`src/rtl/seven_seg_scan_driver.sv`:
```
// Binary-to-BCD converter and 4-digit multiplexed 7-segment scan driver.
// Ports: clk, ck_rst, value/value_valid/busy (load), dp_mask, blank, seg/dp/an (pins).
module seven_seg_scan_driver #(
  parameter int CLK_HZ         = 100_000_000,
  parameter int SLOT_HZ        = 4_000,
  parameter int SEG_ACTIVE_LOW = 1,
  parameter int AN_ACTIVE_LOW  = 1,
  parameter int BLANK_LEADING  = 1
) (
  input  logic        clk,
  input  logic        ck_rst,
  input  logic [13:0] value,
  input  logic        value_valid,
  input  logic [3:0]  dp_mask,
  input  logic        blank,
  output logic        busy,
  output logic [6:0]  seg,
  output logic        dp,
  output logic [3:0]  an
);

  localparam int TICKS = CLK_HZ / SLOT_HZ;
  localparam int PW = (TICKS > 2) ? $clog2(TICKS) : 1;
  localparam logic [PW-1:0] TERM = PW'(TICKS - 1);
  localparam logic SEG_INV = (SEG_ACTIVE_LOW != 0);
  localparam logic AN_INV = (AN_ACTIVE_LOW != 0);

  typedef enum logic [1:0] {
    IDLE,
    SHIFT,
    COMMIT
  } state_t;

  state_t state, state_nx;
  logic load, step, commit;

  logic [3:0]  iter;
  logic [29:0] sh;
  logic [15:0] adj;
  logic [15:0] disp;
  logic [13:0] sat;

  logic [PW-1:0] cnt;
  logic [1:0]    idx;
  logic [3:0]    nib;
  logic [3:0]    lz;
  logic [6:0]    pat;
  logic [3:0]    oh;

  // Converter FSM
  always_ff @(posedge clk) begin
    if (ck_rst) state <= IDLE;
    else        state <= state_nx;
  end

  always_comb begin
    state_nx = state;
    unique case (state)
      IDLE:    if (value_valid) state_nx = SHIFT;
      SHIFT:   if (iter == 4'd13) state_nx = COMMIT;
      COMMIT:  state_nx = IDLE;
      default: state_nx = IDLE;
    endcase
  end

  always_comb begin
    busy   = 1'b0;
    load   = 1'b0;
    step   = 1'b0;
    commit = 1'b0;
    unique case (state)
      IDLE:   load = value_valid;
      SHIFT:  begin busy = 1'b1; step = 1'b1; end
      COMMIT: begin busy = 1'b1; commit = 1'b1; end
      default: ;
    endcase
  end

  // Double-dabble: sh = {bcd[15:0], bin[13:0]}
  assign sat = (value > 14'd9999) ? 14'd9999 : value;

  always_comb begin
    adj = '0;
    for (int i = 0; i < 4; i++) begin
      if (sh[14+4*i +: 4] >= 4'd5) adj[4*i +: 4] = sh[14+4*i +: 4] + 4'd3;
      else                          adj[4*i +: 4] = sh[14+4*i +: 4];
    end
  end

  always_ff @(posedge clk) begin
    if (ck_rst) begin
      sh   <= '0;
      iter <= '0;
      disp <= '0;
    end else begin
      if (load) begin
        sh   <= {16'd0, sat};
        iter <= '0;
      end else if (step) begin
        sh   <= {adj[14:0], sh[13:0], 1'b0};
        iter <= iter + 4'd1;
      end
      if (commit) disp <= sh[29:14];
    end
  end

  // Slot prescaler and digit index
  always_ff @(posedge clk) begin
    if (ck_rst) begin
      cnt <= '0;
      idx <= '0;
    end else if (cnt == TERM) begin
      cnt <= '0;
      idx <= idx + 2'd1;
    end else begin
      cnt <= cnt + PW'(1);
    end
  end

  // A digit is blanked when it and every higher digit are zero
  always_comb begin
    lz[3] = (disp[15:12] == 4'd0);
    lz[2] = lz[3] && (disp[11:8] == 4'd0);
    lz[1] = lz[2] && (disp[7:4] == 4'd0);
    lz[0] = 1'b0;
  end

  always_comb begin
    nib = disp[4*idx +: 4];
    unique case (nib)
      4'd0:    pat = 7'b0111111;
      4'd1:    pat = 7'b0000110;
      4'd2:    pat = 7'b1011011;
      4'd3:    pat = 7'b1001111;
      4'd4:    pat = 7'b1100110;
      4'd5:    pat = 7'b1101101;
      4'd6:    pat = 7'b1111101;
      4'd7:    pat = 7'b0000111;
      4'd8:    pat = 7'b1111111;
      4'd9:    pat = 7'b1101111;
      default: pat = 7'b0000000;
    endcase
    if ((BLANK_LEADING != 0) && lz[idx]) pat = 7'b0000000;
    oh = blank ? 4'b0000 : (4'b0001 << idx);
  end

  always_ff @(posedge clk) begin
    if (ck_rst) begin
      seg <= {7{SEG_INV}};
      dp  <= SEG_INV;
      an  <= {4{AN_INV}};
    end else begin
      seg <= pat ^ {7{SEG_INV}};
      dp  <= dp_mask[idx] ^ SEG_INV;
      an  <= oh ^ {4{AN_INV}};
    end
  end

endmodule

```
`config.mk`:
```
export PLATFORM = sky130hd
export DESIGN_NAME = seven_seg_scan_driver
export DESIGN_NICKNAME = d
export VERILOG_FILES = /design/src/rtl/seven_seg_scan_driver.sv
export SDC_FILE = /design/constraint.sdc
export NUM_CORES = 1
export LEC_CHECK = 0
export BUFFER_PORTS_ARGS = -buffer_cell sky130_fd_sc_hd__clkbuf_2
export CAP_MARGIN = 0
export CORE_ASPECT_RATIO = 0.7
export CORE_MARGIN = 1
export CORE_UTILIZATION = 59
export DETAILED_ROUTE_END_ITERATION = 12
export GPL_TIMING_DRIVEN = 0
export PLACE_DENSITY = 0.81
export SETUP_SLACK_MARGIN = 0.3
export SKIP_LAST_GASP = 1
export SLEW_MARGIN = 20
export SYNTH_ARGS = -nofsm -noshare
export SYNTH_HDL_FRONTEND = slang
export SYNTH_SLANG_ARGS = --single-unit
```
`constraint.sdc`:
```
create_clock -name clk -period 2.4 [get_ports clk]
set_input_delay 0.48 -clock clk [delete_from_list [all_inputs] [get_ports clk]]
set_output_delay 0.48 -clock clk [all_outputs]
set_load 0.02 [all_outputs]
```
==> flow_metrics.tcl <==
set metrics [dict create \
    status "complete, but fails checks" \
    violations "design-rule violations" \
    clock_skew_ns 0.00597 \
    cts_resized 0 \
    cts_tree "done" \
    synth_top_area_share_pct 42.5 \
    synth-compound-area-share_pct 9.05 \
    swShare_pct 25.0 \
    start_util_pct 61.1 \
    dr_total_vias 2950 \
    p_clk_share_pct 39.3 \
    cts_setup_buffers 0 \
    num-nets-final 499 \
    die_w_um 98.1 \
    synth_top_family_by_area "simple AND/OR/NAND/NOR gates" \
    setup_violations 0 \
    power_density_mw_per_mm2 647 \
    pwr-share-seq_pct 50.7 \
    synth-simple-area-share_pct 17.7 \
    synth-edff-count 0 \
    whs_path_depth 2 \
    max_freq_mhz 515 \
    ys_seq_area_share_pct 42.5 \
    ff2ff_path_depth 7 \
    worstHoldPathType "in -> reg" \
    rows 24 \
    cts_buffer_depth 2 \
    yosys_most_used_dff "dfxtp_1" \
    finalMaxSlewViolations 0 \
    period_share_pct 80.9 \
    yosysWarnings 0 \
    cts_buffers 9 \
    ys_top_cells_by_area "dfxtp_1 42%, mux2i_1 9.7%, ha_1 7.9%, nor2_1 6.6%, xnor2_1 3.4%" \
    dpl.hpwl_um 5450 \
    ys_top_cells_by_count "81 x dfxtp_1, 67 x nor2_1, 37 x mux2i_1, 24 x ha_1" \
    slew_headroom_pct 57.7 \
    portBuffers 34 \
    finalNonFillerCells 536 \
    synth-async-reset-ratio_pct 0 \
    synthAdderAreaFrac_pct 7.87 \
    synthMuxAreaShare_pct 13.1 \
    finalSetupTns_ns 0 \
    grtUsageTotal_pct 24.1 \
    multi_input_area_mm2 0.00204 \
    area.growth.synth_to_final_pct 12.7 \
    drc 1 \
    critPathRequiredTime_ns 2.66 \
    cts.sinks 81 \
    yosysMostFrequentCell "dfxtp_1" \
    synth.largest_area_cell "dfxtp_1" \
    grt_pass1_wl_um 12900 \
    firstDrtPassIters 10 \
    leakage_nw 1.67 \
    synth-xor-area-share_pct 5.74 \
    min_period_ns 1.94 \
    via_per_inst 5.50 \
    tightest_slew_ns 0.635 \
    worstPathArrival_ns 2.20 \
    syn_avg_cell_area_um2 9.36 \
    critPathKind "reg -> reg" \
    core_area_mm2 0.00625 \
    power_switching_w 0.000695 \
    grt_pass1_vias 2813 \
    drt_iter0_markers 117 \
    cts_max_level 3 \
    synthDistinctLibCells 41 \
    wire_per_inst_um 14.0 \
    max-vdd-ir-drop_uv 352 \
    internal-power_w 0.00209 \
    syn-cell-area_mm2 0.00382 \
    clk_latency_ns 0.36 \
    cts_hold_buf 0 \
    diodes 0 \
    wl_um 7510 \
    path_clk_slew_ns 0.08 \
    critPathCaptureType "flop" \
    cts_root_buffer "clkbuf_8" \
    fillers 492 \
    final-hold-violation-count 0 \
    synth_cells 408 \
    drtAntennaViolNets 0 \
    dp.cells 520 \
    synth_nets 454 \
    cap_violations 0 \
    rsz0062_at_grt "no" \
    drive_above_1_share_pct 14.4 \
    worstPathMaxFanout 10 \
    antenna_found_initial 0 \
    die_area_mm2 0.00680 \
    gp_congestion 0.828 \
    comb_power_share_pct 10.0 \
    die_h_um 69.3 \
    grt_max_degree 15 \
    grt-ovfl-total 0 \
    ioPinCount 35 \
    critPathLaunchType "flop" \
    ff_latch_area_mm2 0.00162 \
    ys_ff_latch 81 \
]
[cell type report]
type                    instances  area share [%]
well taps                      78            2.27
flip-flops and latches         81            37.7
repair buffers                 34            3.95
clock inverters                 6            2.12
clock buffers                  10            2.97
multi-input cells             291            47.4
inverters                      17            1.48
plain buffers                  19            2.12
[flip-flops by register name, indices dropped and copies added, names as in the netlist]
| name | count |
|---|---|
| an | 4 |
| cnt | 15 |
| disp | 16 |
| dp | 1 |
| idx | 2 |
| iter | 4 |
| seg | 7 |
| sh | 30 |
| state | 2 |
[final timing paths]
path | from | endpoint | slack, ns
max | cnt[0] | cnt[8] | 0.46
min | value[6] | sh[6] | 0.34
max reg2reg | cnt[0] | cnt[8] | 0.46
min reg2reg | cnt[0] | cnt[0] | 0.46
[per-layer routing]
metal,global-route usage [%],wire (um)
met2,36.9,3380
met3,7.26,294
met5,0,0
met1,32.9,3710
met4,7.63,119
[stage by stage]
step           hold slack [ns]  power (W)  instance area (um2)  util, %  worst slack [ns]
2_1_floorplan            0.418    0.00164                 3820        -             0.629
3_3_place_gp             0.431    0.00171                 4090     65.4             0.514
3_5_place_dp             0.457    0.00172                 4090     65.4             0.518
4_1_cts                  0.322    0.00280                 4300     68.9             0.502
5_1_grt                  0.318    0.00290                 4300     68.9             0.315
6_report                 0.339    0.00278                 4300     68.9             0.458
[worst max-delay path, stage by stage (launching register included)]
cell and delay, ns:
dfxtp_1 0.36, ha_1 0.22, nand3_1 0.16, nor4_1 0.27
nand3_1 0.23, nand2b_1 0.25, buf_2 0.26, nor2_1 0.08
[power by group through the flow]
stage | clock network, W | registers, W | logic [W]
finish | 0.00109 | 0.00141 | 0.000280
global route | 0.00117 | 0.00142 | 0.000311
CTS | 0.00111 | 0.00141 | 0.000280
detailed placement | 0 | 0.00144 | 0.000279
global placement | 0 | 0.00144 | 0.000270
floorplan | 0 | 0.00145 | 0.000191
[layout by cell type, fill, tap and decap left out, drive strengths merged, types with 2 or more instances in the layout]
master	count
inv	17
or3	2
nor4	5
nand3	19
clkbuf	56
o211ai	3
o21ai	12
o2bb2ai	4
nand2	21
buf	7
mux2i	37
ha	24
mux4	4
xor2	10
bufinv	2
clkinv	4
nor3	5
nor3b	4
dfxtp	81
nand2b	14
xnor2	15
a211oi	9
mux2	3
nor2	68
a21oi	18
and3	3
a21o	4
[cell families (layout without fill, tap and decap cells)]
kind of cell / count (synthesis) / after routing
buffers and inverters: 36 / 86
muxes: 44 / 44
AOI/OAI and AO/OA: 54 / 54
adders and majority gates: 24 / 24
DFF: 81 / 81
and+or+nand+nor: 144 / 144
xor gates and xnor gates: 25 / 25
No activity file was read; power rests on OpenSTA's default activity.
